**config.mk**
```make
export PLATFORM = sky130hd
export DESIGN_NAME = ex_mem_flag_stage
export DESIGN_NICKNAME = d
export VERILOG_FILES = /design/src/rtl/ex_mem_flag_stage.sv
export SDC_FILE = /design/constraint.sdc
export NUM_CORES = 1
export LEC_CHECK = 0
export CORE_MARGIN = 4
export CORE_UTILIZATION = 29
export CTS_CLUSTER_DIAMETER = 80
export CTS_CLUSTER_SIZE = 30
export DETAILED_ROUTE_END_ITERATION = 8
export PLACE_DENSITY_LB_ADDON = 0.05
export SLEW_MARGIN = 40
export SYNTH_ARGS = -nofsm -noshare
export SYNTH_HDL_FRONTEND = slang
export SYNTH_SLANG_ARGS = --single-unit
```
**constraint.sdc**
```tcl
create_clock -name clk -period 2.7 [get_ports clk]
set_clock_uncertainty 0.1 [all_clocks]
set_input_delay 0.54 -clock clk [delete_from_list [all_inputs] [get_ports clk]]
set_output_delay 0.54 -clock clk [all_outputs]
set_load 0.05 [all_outputs]
```
**src/rtl/ex_mem_flag_stage.sv**
```systemverilog
// ex_mem_flag_stage: EX/MEM pipeline register with Z/V/N flag register and branch condition evaluation
module ex_mem_flag_stage #(
  parameter int DW = 16,
  parameter int RW = 4
) (
  input  logic          clk,
  input  logic          rst,
  input  logic          EX_valid,
  input  logic [3:0]    EX_Opcode,
  input  logic [DW-1:0] ALU_Out,
  input  logic          Z_set,
  input  logic          V_set,
  input  logic          N_set,
  input  logic [RW-1:0] EX_rd,
  input  logic          EX_RegWrite,
  input  logic          EX_MemRead,
  input  logic          EX_MemWrite,
  input  logic          EX_HLT,
  input  logic [DW-1:0] EX_store_data,
  input  logic [DW-1:0] EX_PC_next,
  input  logic          stall,
  input  logic          flush,
  input  logic [2:0]    ID_ccc,
  output logic          MEM_valid,
  output logic          MEM_RegWrite,
  output logic          MEM_MemRead,
  output logic          MEM_MemWrite,
  output logic          MEM_HLT,
  output logic [DW-1:0] MEM_ALU_Out,
  output logic [DW-1:0] MEM_store_data,
  output logic [DW-1:0] MEM_PC_next,
  output logic [RW-1:0] MEM_rd,
  output logic          ZF,
  output logic          VF,
  output logic          NF,
  output logic          cond_true
);
  logic all_en, z_en, fire, z_fwd, vn_fwd, z_eff, v_eff, n_eff;
  logic [7:0] cc_tbl;
  assign all_en = EX_Opcode == 4'h0 || EX_Opcode == 4'h1;
  assign z_en   = all_en || EX_Opcode == 4'h2 || EX_Opcode == 4'h4 || EX_Opcode == 4'h5 || EX_Opcode == 4'h6;
  // forwarding ignores stall so ID sees the flags EX is about to produce
  assign fire   = EX_valid & ~flush & ~rst;
  assign z_fwd  = fire & z_en;
  assign vn_fwd = fire & all_en;
  assign z_eff  = z_fwd ? Z_set : ZF;
  assign v_eff  = vn_fwd ? V_set : VF;
  assign n_eff  = vn_fwd ? N_set : NF;
  assign cc_tbl = {1'b1, v_eff, n_eff | z_eff, z_eff | (~z_eff & ~n_eff), n_eff, ~z_eff & ~n_eff, z_eff, ~z_eff};
  assign cond_true = cc_tbl[ID_ccc];
  always_ff @(posedge clk) begin
    if (rst || flush) begin
      MEM_valid      <= 1'b0;
      MEM_RegWrite   <= 1'b0;
      MEM_MemRead    <= 1'b0;
      MEM_MemWrite   <= 1'b0;
      MEM_HLT        <= 1'b0;
      MEM_ALU_Out    <= '0;
      MEM_store_data <= '0;
      MEM_PC_next    <= '0;
      MEM_rd         <= '0;
    end else if (!stall) begin
      MEM_valid      <= EX_valid;
      MEM_RegWrite   <= EX_RegWrite & EX_valid;
      MEM_MemRead    <= EX_MemRead & EX_valid;
      MEM_MemWrite   <= EX_MemWrite & EX_valid;
      MEM_HLT        <= EX_HLT & EX_valid;
      MEM_ALU_Out    <= ALU_Out;
      MEM_store_data <= EX_store_data;
      MEM_PC_next    <= EX_PC_next;
      MEM_rd         <= EX_rd;
    end
  end
  always_ff @(posedge clk) begin
    if (rst) begin
      ZF <= 1'b0;
      VF <= 1'b0;
      NF <= 1'b0;
    end else if (!stall) begin
      if (z_fwd) ZF <= Z_set;
      if (vn_fwd) begin
        VF <= V_set;
        NF <= N_set;
      end
    end
  end
endmodule

```
Word-level counts from Yosys, hierarchy flattened

Index checks and enable logic that the tools add are counted.

Output and inout bits: 61
Logic and storage cells: 45
Bits of input ports: 71
Flip-flop bits (word level): 60

Equal/unequal tests: 5
Reductions and logical operators: 7
Bitwise gates (word level): 15
Mux-type cells: 5
Order comparisons: 1

Operators by type and width:

| kind               | number |
|---|---|
| $eq 4x3->1 const B | 3 |
| $and 1x1->1        | 9 |
| $logic_or 1x1->1   | 6 |
| $eq 4x1->1 const B | 1 |
| $eq 4x2->1 const B | 1 |
| $logic_not 4->1    | 1 |
| $lt 3x4->1 const B | 1 |
| $mux 1             | 4 |
| $not 1->1          | 4 |
| $bmux 1 s3         | 1 |
| $or 1x1->1         | 2 |

Longest topological paths before layout

Gate-level depths: netlist of the first run.

Depth in word-level cells: 13
Gate-level depth with buffers: 5
Gate-level depth less buffers: 5

Least setup slack after synthesis of the first run

OpenSTA, ideal clock, no wires.

Kind: input-to-output
Start point: input port rst
End point: output port cond_true
Stages: 5
Buffers on the path: 0
Setup slack: -0.973 ns
Arrival time: 3.033 ns
Data required time: 2.060 ns
Cells stage by stage: nor4b_4 -> nand2_2 -> mux2_4 -> and4b_1 -> nor4_1

Word-level cells in the longest chain between the ends: 9
Elaborated cells between the ends (all ways): 14
Those cells by class: 5 x mux; 9 x bitwise

Ends and longest elaborated chain:

| element                          | line   | RTL |
|---|---|---|
| from (decl)                      | 7      | `input logic rst,` |
| $not 1->1 (*)                    | 43     | `assign fire = EX_valid & ~flush & ~rst;` |
| $and 1x1->1 (*)                  | 43     |  |
| $and 1x1->1 (on tied branches)   | 44, 45 |  |
| $mux 1                           | n/a    |  |
| $not 1->1                        | 49     | `assign cc_tbl = {1'b1, v_eff, n_eff \| z_eff, z_eff \| (~z_eff & ~n_eff), n_eff, ~z_eff & ~n_eff, z_eff, ~z_eff} ...` |
| $and 1x1->1                      | 49     |  |
| $or 1x1->1                       | 49     |  |
| $bmux 1 s3 (*)                   | 50     | `assign cond_true = cc_tbl[ID_ccc];` |
| $mux 1 (not written as such) (*) | 50     |  |
| to (decl)                        | 36     | `output logic cond_true` |

Every way passes the cells marked *; elsewhere a longest branch is shown, timed or not. The select of a mux whose other input is x is not followed.

Worst setup path after layout of the first run

Start point: input port EX_valid
End point: output port cond_true

Word-level cells in the longest chain between the ends: 9
Elaborated cells between the ends (all ways): 14
Those cells by class: 5 x mux; 9 x bitwise

Ends and longest elaborated chain:

| element                          | line   | RTL |
|---|---|---|
| from (decl)                      | 8      | `input logic EX_valid,` |
| $and 1x1->1 (*) (2 in series)    | 43     |  |
| $and 1x1->1 (on tied branches)   | 44, 45 |  |
| $mux 1                           | n/a    |  |
| $not 1->1                        | 49     |  |
| $and 1x1->1                      | 49     |  |
| $or 1x1->1                       | 49     |  |
| $bmux 1 s3 (*)                   | 50     |  |
| $mux 1 (not written as such) (*) | 50     |  |

Marked as above.

==> impl_metrics.toml, run 1 <==
[cells_and_area]
syn_to_final_growth_pct = 80.6
antenna_cells_inserted = 0
finish.net_count = 442
post_route_cells_drive_above_1_share_pct = 13.9

[floorplanning]
placement_rows = 31
core_area_mm2 = 0.00741
io-pin-count = 132
design.die.area_mm2 = 0.00923
die_w_um = 96.1
die_height_um = 96.1
floorplan.initialDensity_pct = 30.4

[worst_setup_path]
critical_path.startpoint = "EX_valid"
worstReg2RegStart = "MEM_MemWrite"
crit_path_start_kind = "input port"
type_of_the_worst_setup_path = "input port to output port"
timing.critical_path.fanout_max = 3
worst_ep_arrival_time_ps = 2180
r2r_slack_ps = 1910
endpoint_class_of_the_critical_path = "output port"
cp_data_required_time_ps = 2060

[clock_network]
number_of_buffers_inserted_for_hold_repair_after_clock_tree_synthesis = 0
clk_root_buffer_cell = "sky130_fd_sc_hd__clkbuf_8"
max-clock-path-buffers = 2
tritoncts = "built"
cts_buffers = 9
clock_tree.htree_level_count = 3
cts.sink_count = 60
clock_pin_transition_on_the_worst_setup_and_hold_timing_paths_ps = 60
worst_skew_pair.late_latency_ps = 330

[synthesis]
synth_area_mm2 = 0.00225
post_synth_inst_count = 222
ys_ff_latch = 60
yosysUniqueCellTypes = 24
synth_largest_area_cell = "sky130_fd_sc_hd__dfxtp_1"
synthesis_warning_total = 0
synth_fp_nets = 293
synth.area.top_cells = "sky130_fd_sc_hd__dfxtp_1 53%, sky130_fd_sc_hd__mux2i_1 24%, sky130_fd_sc_hd__nor2_1 11%"
synth_area_per_cell_um2 = 10.1
synth_top_area_share_pct = 53.4
synth-seq-area-share_pct = 53.4

[worst_hold_path]
worstHoldStart = "MEM_valid"
path_category_of_the_worst_min_delay_check = "register to register"

[run_status]
violated_checks = "setup timing"
status = "finished, violations left"

[routing]
wl_per_cell_um = 13.8
detail_route.iter0.violations = 54
drc = 0
via_count = 2040
wl_met1_mm = 2.78
wl_met2_mm = 2.88
highest_layer = "met4"
postRouteAntennaNets = 0
wirelength_mm = 6.54
drt_pre_antenna_iters = 4
viasPerCell = 4.30
wl_met3_um = 757

[timing]
max-slew-margin-rel_pct = 59.2
hold_violations = 0
rsz0062_at_grt = "true"
final.setup.worst_slack_ps = -123
fmaxAchievable_mhz = 354
worst-slew-pin-transition_ps = 611
period_needed_ps = 2820
timing.final.crit_share_pct = 105
hold_ws_ps = 392
report.final.setup_viol = 1
slew_viol_final = 0

[pwr]
p_per_area_mw_per_mm2 = 499
swShare_pct = 27.8
clock_power_share_pct = 34.3
pwr-share-seq_pct = 45.6
ir_drop_mv = 0.266
power_switching_mw = 0.564
fin_total_pwr_mw = 2.03
p_int_mw = 1.46
combPwrFrac_pct = 20.1
p_leak_nw = 1.67

[global_routing]
grt_start_max_net_pins = 58
grt_pass1_vias = 1990
global_route.overflow_total = 0
antenna_found_initial = 0
wire_length_of_the_first_global_routing_pass_mm = 9.77
track_usage_pct = 14.0

[job]
maxCapViolations = 0

[placement]
place.port_buffers = 131
finalWeightedCongestion = 0.721
dpl.hpwl_mm = 4.48
## through the flow
step / cell area (um2) / std cells / setup slack (ps) / util [%] / TNS (ps)
detailed placement: 3760 / 453 / -724 / 50.8 / -724
floorplan: 2260 / 222 / -41.6 / - / -41.6
global route: 4060 / 474 / -179 / 54.8 / -179
CTS: 4060 / 474 / -90.9 / 54.8 / -90.9
global placement: 3760 / 453 / -675 / 50.8 / -675
finish: 4060 / 474 / -123 / 54.8 / -123
## kinds of logic (layout without fill, tap and decap cells)
family,after synthesis,after routing,synth area share [%]
AO/OA/AOI/OAI,16,16,4.56
buffers and inverters,14,167,2.34
flip-flops,60,60,53.4
multiplexers,55,55,24.7
AND/OR/NAND/NOR,77,77,15.0
## synth_stat cells
| cell type | instances |
|---|---|
| sky130_fd_sc_hd__and3_2 | 1 |
| sky130_fd_sc_hd__buf_1 | 5 |
| sky130_fd_sc_hd__and4b_1 | 1 |
| sky130_fd_sc_hd__nor3_1 | 2 |
| sky130_fd_sc_hd__o32ai_1 | 1 |
| sky130_fd_sc_hd__nor4b_4 | 1 |
| sky130_fd_sc_hd__mux2_4 | 1 |
| sky130_fd_sc_hd__or4b_1 | 1 |
| sky130_fd_sc_hd__nand2_2 | 1 |
| sky130_fd_sc_hd__a21oi_1 | 6 |
| sky130_fd_sc_hd__a21boi_0 | 1 |
| sky130_fd_sc_hd__clkbuf_1 | 8 |
| sky130_fd_sc_hd__mux2i_1 | 54 |
| sky130_fd_sc_hd__a2111oi_0 | 1 |
| sky130_fd_sc_hd__nor4_1 | 1 |
| sky130_fd_sc_hd__nor2b_1 | 1 |
| sky130_fd_sc_hd__o21ai_0 | 2 |
| sky130_fd_sc_hd__nor2_1 | 63 |
| sky130_fd_sc_hd__inv_1 | 1 |
| sky130_fd_sc_hd__or2_2 | 1 |
| sky130_fd_sc_hd__a22oi_1 | 4 |
| sky130_fd_sc_hd__o21bai_1 | 1 |
| sky130_fd_sc_hd__nand2_1 | 4 |
| sky130_fd_sc_hd__dfxtp_1 | 60 |
## path summary, 6_finish.rpt
check | end | depth (start not counted)
max | cond_true | 9
min | MEM_valid | 2
max reg2reg | MEM_MemWrite | 2
min reg2reg | MEM_valid | 2
## timing repair
action / in CTS / in global routing
pin swaps: 10 / 3
buffers inserted: 6 / 0
gates resized for setup: 41 / 0
setup endpoints to repair: 1 / 1
endpoints found under the hold margin: 0 / 0
## routing by layer
metal | GRT usage, % | vias to the layer above
li1 | - | 1049
met4 | 7.46 | 0
met3 | 6.65 | 12
met5 | 0 | -
met1 | 16.1 | 896
met2 | 21.3 | 83
## layout by cell type (no fill, tap or decap), types with 2 or more instances in the layout
cell type,netlist,final
sky130_fd_sc_hd__dlygate4sd2_1,0,4
sky130_fd_sc_hd__a22oi_1,4,4
sky130_fd_sc_hd__o21ai_0,2,2
sky130_fd_sc_hd__buf_4,0,16
sky130_fd_sc_hd__clkinv_2,0,2
sky130_fd_sc_hd__nor2_1,63,63
sky130_fd_sc_hd__a21oi_1,6,5
sky130_fd_sc_hd__clkbuf_8,0,10
sky130_fd_sc_hd__buf_6,0,8
sky130_fd_sc_hd__nand2_1,4,4
sky130_fd_sc_hd__clkdlybuf4s50_1,0,121
sky130_fd_sc_hd__dfxtp_1,60,60
sky130_fd_sc_hd__mux2i_1,54,53
## power by group through the flow
| stage | clock network [mW] | registers [mW] | logic (mW) |
|---|---|---|---|
| floorplan | 0 | 1.04 | 0.108 |
| global placement | 0 | 0.944 | 0.394 |
| detailed placement | 0 | 0.945 | 0.395 |
| CTS | 0.733 | 0.925 | 0.411 |
| global route | 0.779 | 0.928 | 0.432 |
| finish | 0.695 | 0.925 | 0.408 |
## layout make-up
cell class              instances  area (um2)
fillers                       692        3350
repair buffers                151        1480
flip-flops and latches         60        1200
multi-input cells             148        1080
clock buffers                  11         141
well taps                      99         124
clock inverters                 4        26.3
inverters                       1        3.75
## critical path, stage by stage
cell                      delay [ps]
sky130_fd_sc_hd__buf_6            90
sky130_fd_sc_hd__nor4b_4         130
sky130_fd_sc_hd__buf_4           130
sky130_fd_sc_hd__and3_4          180
sky130_fd_sc_hd__buf_6           110
sky130_fd_sc_hd__or4b_4          580
sky130_fd_sc_hd__a21oi_4         200
sky130_fd_sc_hd__nor4_4           60
sky130_fd_sc_hd__buf_6           160
## sequential cells by signal, summed over array words and instances (netlist names)
signal / flops
NF: 1
MEM_rd: 4
ZF: 1
MEM_MemRead: 1
MEM_store_data: 16
MEM_PC_next: 16
VF: 1
MEM_HLT: 1
MEM_valid: 1
MEM_MemWrite: 1
MEM_RegWrite: 1
MEM_ALU_Out: 16
(Power assumes the default switching activity.)
==> run 2: changes to the inputs <==
Settings changed: CAP_MARGIN from default to 20, HOLD_SLACK_MARGIN from default to 0.08.
==> results of run 2 <==
Same layout as run 1: the final DEF is identical, and so are final timing and power.
==> run 3: changes to the inputs <==
Settings changed: ABC_AREA from default to 1.
==> impl_metrics.toml, run 3 <==
[cells_and_area]
top_regs = "MEM_ALU_Out (16), MEM_PC_next (16), MEM_store_data (16)"
post_route_cells_drive_above_1_share_pct = 7.40
regArea_mm2 = 0.00120
syn_to_final_growth_pct = 71.2
finish.net_count = 512
multi_input_comb_area_um2 = 940
fillerInstances = 732
mostFrequentLayoutCells = "131 x sky130_fd_sc_hd__nand2_1, 126 x sky130_fd_sc_hd__clkdlybuf4s50_1, 60 x sky130_fd_sc_hd__dfxtp_1"
antenna_cells_inserted = 0
final_common_cell = "sky130_fd_sc_hd__nand2_1"

[routing]
postRouteAntennaNets = 0
wirelength_mm = 6.93
via_count = 2372
viasPerCell = 4.35
detail_route.iter0.violations = 55
wl_per_cell_um = 12.7
drt_pre_antenna_iters = 4
drc = 0

[synthesis]
ys_ff_latch = 60
synthMostInstantiatedCell = "sky130_fd_sc_hd__nand2_1"
synth-seq-area-share_pct = 53.0
synth-async-reset-ratio_pct = 0
synth.cells.most_frequent = "135 x sky130_fd_sc_hd__nand2_1, 60 x sky130_fd_sc_hd__a21oi_1, 60 x sky130_fd_sc_hd__dfxtp_1"
synth_fp_nets = 384
synth_area_per_cell_um2 = 7.25
synth_largest_area_cell = "sky130_fd_sc_hd__dfxtp_1"
yosys_most_used_dff = "sky130_fd_sc_hd__dfxtp_1"
synthesis_warning_total = 0
synth_enable_flop_cells = 0
synth_top_area_share_pct = 53.0
synth_area_mm2 = 0.00227
yosysUniqueCellTypes = 13
synth.area.top_cells = "sky130_fd_sc_hd__dfxtp_1 53%, sky130_fd_sc_hd__nand2_1 22%, sky130_fd_sc_hd__a21oi_1 13%"
post_synth_inst_count = 313

[global_routing]
track_usage_pct = 15.2
grt_pass1_vias = 2248
global_route.overflow_total = 0
antenna_found_initial = 0
wire_length_of_the_first_global_routing_pass_mm = 10.8
grt_start_max_net_pins = 63

[floorplanning]
placement_rows = 31
floorplan.initialDensity_pct = 30.6
core_area_mm2 = 0.00741
design.die.area_mm2 = 0.00930
io-pin-count = 132
die_w_um = 96.4
die_height_um = 96.4

[placement]
finalWeightedCongestion = 0.802
dpl.hpwl_mm = 4.77
placement.setup.worst_slack_ps = 31.5
place.port_buffers = 131

[clock_network]
worst_skew_pair.late_latency_ps = 330
number_of_buffers_inserted_for_hold_repair_after_clock_tree_synthesis = 0
tritoncts = "built"
max-clock-path-buffers = 2
clk_root_buffer_cell = "sky130_fd_sc_hd__clkbuf_8"
clock_pin_transition_on_the_worst_setup_and_hold_timing_paths_ps = 60
cts_buffers = 9
cts.sink_count = 60
clock_tree.htree_level_count = 3

[worst_setup_path]
timing.critical_path.fanout_max = 3
worst_ep_arrival_time_ps = 1910
endpoint_class_of_the_critical_path = "output port"
crit_path_start_kind = "input port"
r2r_slack_ps = 1810
type_of_the_worst_setup_path = "input port to output port"
timing.critical_path.slowest_cell_delay_ps = 470
worst_path_max_delay_cell = "sky130_fd_sc_hd__clkdlybuf4s50_1"
cp_data_required_time_ps = 2060
timing.critical_path.cells = "clkdlybuf4s50_1, a21oi_2, nand2_2, nand2_1, nand2_2, inv_1, nand2_1, nand2_1, nand3_1, nand2_2, buf_12"

[timing]
hold_violations = 0
hold_ws_ps = 362
timing.final.crit_share_pct = 94.5
rsz0062_at_grt = "false"
final.setup.worst_slack_ps = 148
fmaxAchievable_mhz = 392
report.final.setup_viol = 0
worst-slew-pin-transition_ps = 650
slew_viol_final = 0
max-slew-margin-rel_pct = 56.7
period_needed_ps = 2550
setup_total_negative_slack_ps = 0

[pwr]
p_per_area_mw_per_mm2 = 538
p_leak_nw = 1.53
ir_drop_mv = 0.256

[worst_hold_path]
path_category_of_the_worst_min_delay_check = "register to register"

[run_status]
status = "completed"

[job]
maxCapViolations = 0
## run 3: stage by stage
| step | total power [mW] | cell area (um2) | std cells | utilization, % |
|---|---|---|---|---|
| 4_1_cts | 2.13 | 3850 | 545 | 52.0 |
| 3_3_place_gp | 1.34 | 3670 | 529 | 49.5 |
| 3_5_place_dp | 1.35 | 3670 | 529 | 49.5 |
| 6_report | 2.09 | 3880 | 545 | 52.4 |
| 2_1_floorplan | 1.15 | 2270 | 313 | - |
| 5_1_grt | 2.20 | 3880 | 545 | 52.4 |
## run 3: worst paths after layout
check | from | end | depth (start not counted)
worst max-delay path | EX_Opcode[1] | cond_true | 11
worst max register to register | ZF | ZF | 4
worst min register to register | MEM_PC_next[1] | MEM_PC_next[1] | 2
worst min-delay path | MEM_PC_next[1] | MEM_PC_next[1] | 2
## run 3: cell families (layout without fill, tap and decap cells)
| kind of cell | after synthesis | after routing | synth area share [%] |
|---|---|---|---|
| simple gates | 153 | 153 | 26.3 |
| compound gates | 64 | 64 | 14.1 |
| flops | 60 | 60 | 53.0 |
| buf+inv | 36 | 169 | 6.67 |
## run 3: layer usage
| layer | GRT usage, % | wire, um |
|---|---|---|
| met5 | 0 | 0 |
| met4 | 7.01 | 123 |
| met3 | 7.36 | 753 |
| met2 | 23.4 | 3220 |
| met1 | 17.8 | 2840 |
## run 3: area by class of cell
class / count / share of cell area, %
flip-flops and latches: 60 / 30.9
clock buffers: 11 / 3.38
repair buffers: 135 / 35.2
inverters: 18 / 1.74
well taps: 99 / 3.19
clock inverters: 5 / 1.35
multi-input cells: 217 / 24.2
## run 3: report_power, final
part,internal (mW),switching (mW)
clock,0.422,0.340
combinational,0.177,0.221
sequential,0.914,0.0144
## run 3: what timing repair did
item,in CTS,in global routing
gates resized for setup,0,11
endpoints found under the setup margin,0,1
endpoints found under the hold margin,0,0
buffers inserted,0,0
## run 3: worst max-delay path: cells and delay by family
kind                   cells  cell delay (ps)
AOI/OAI and AO/OA          1              220
buffers and inverters      3              670
and+or+nand+nor            7              490
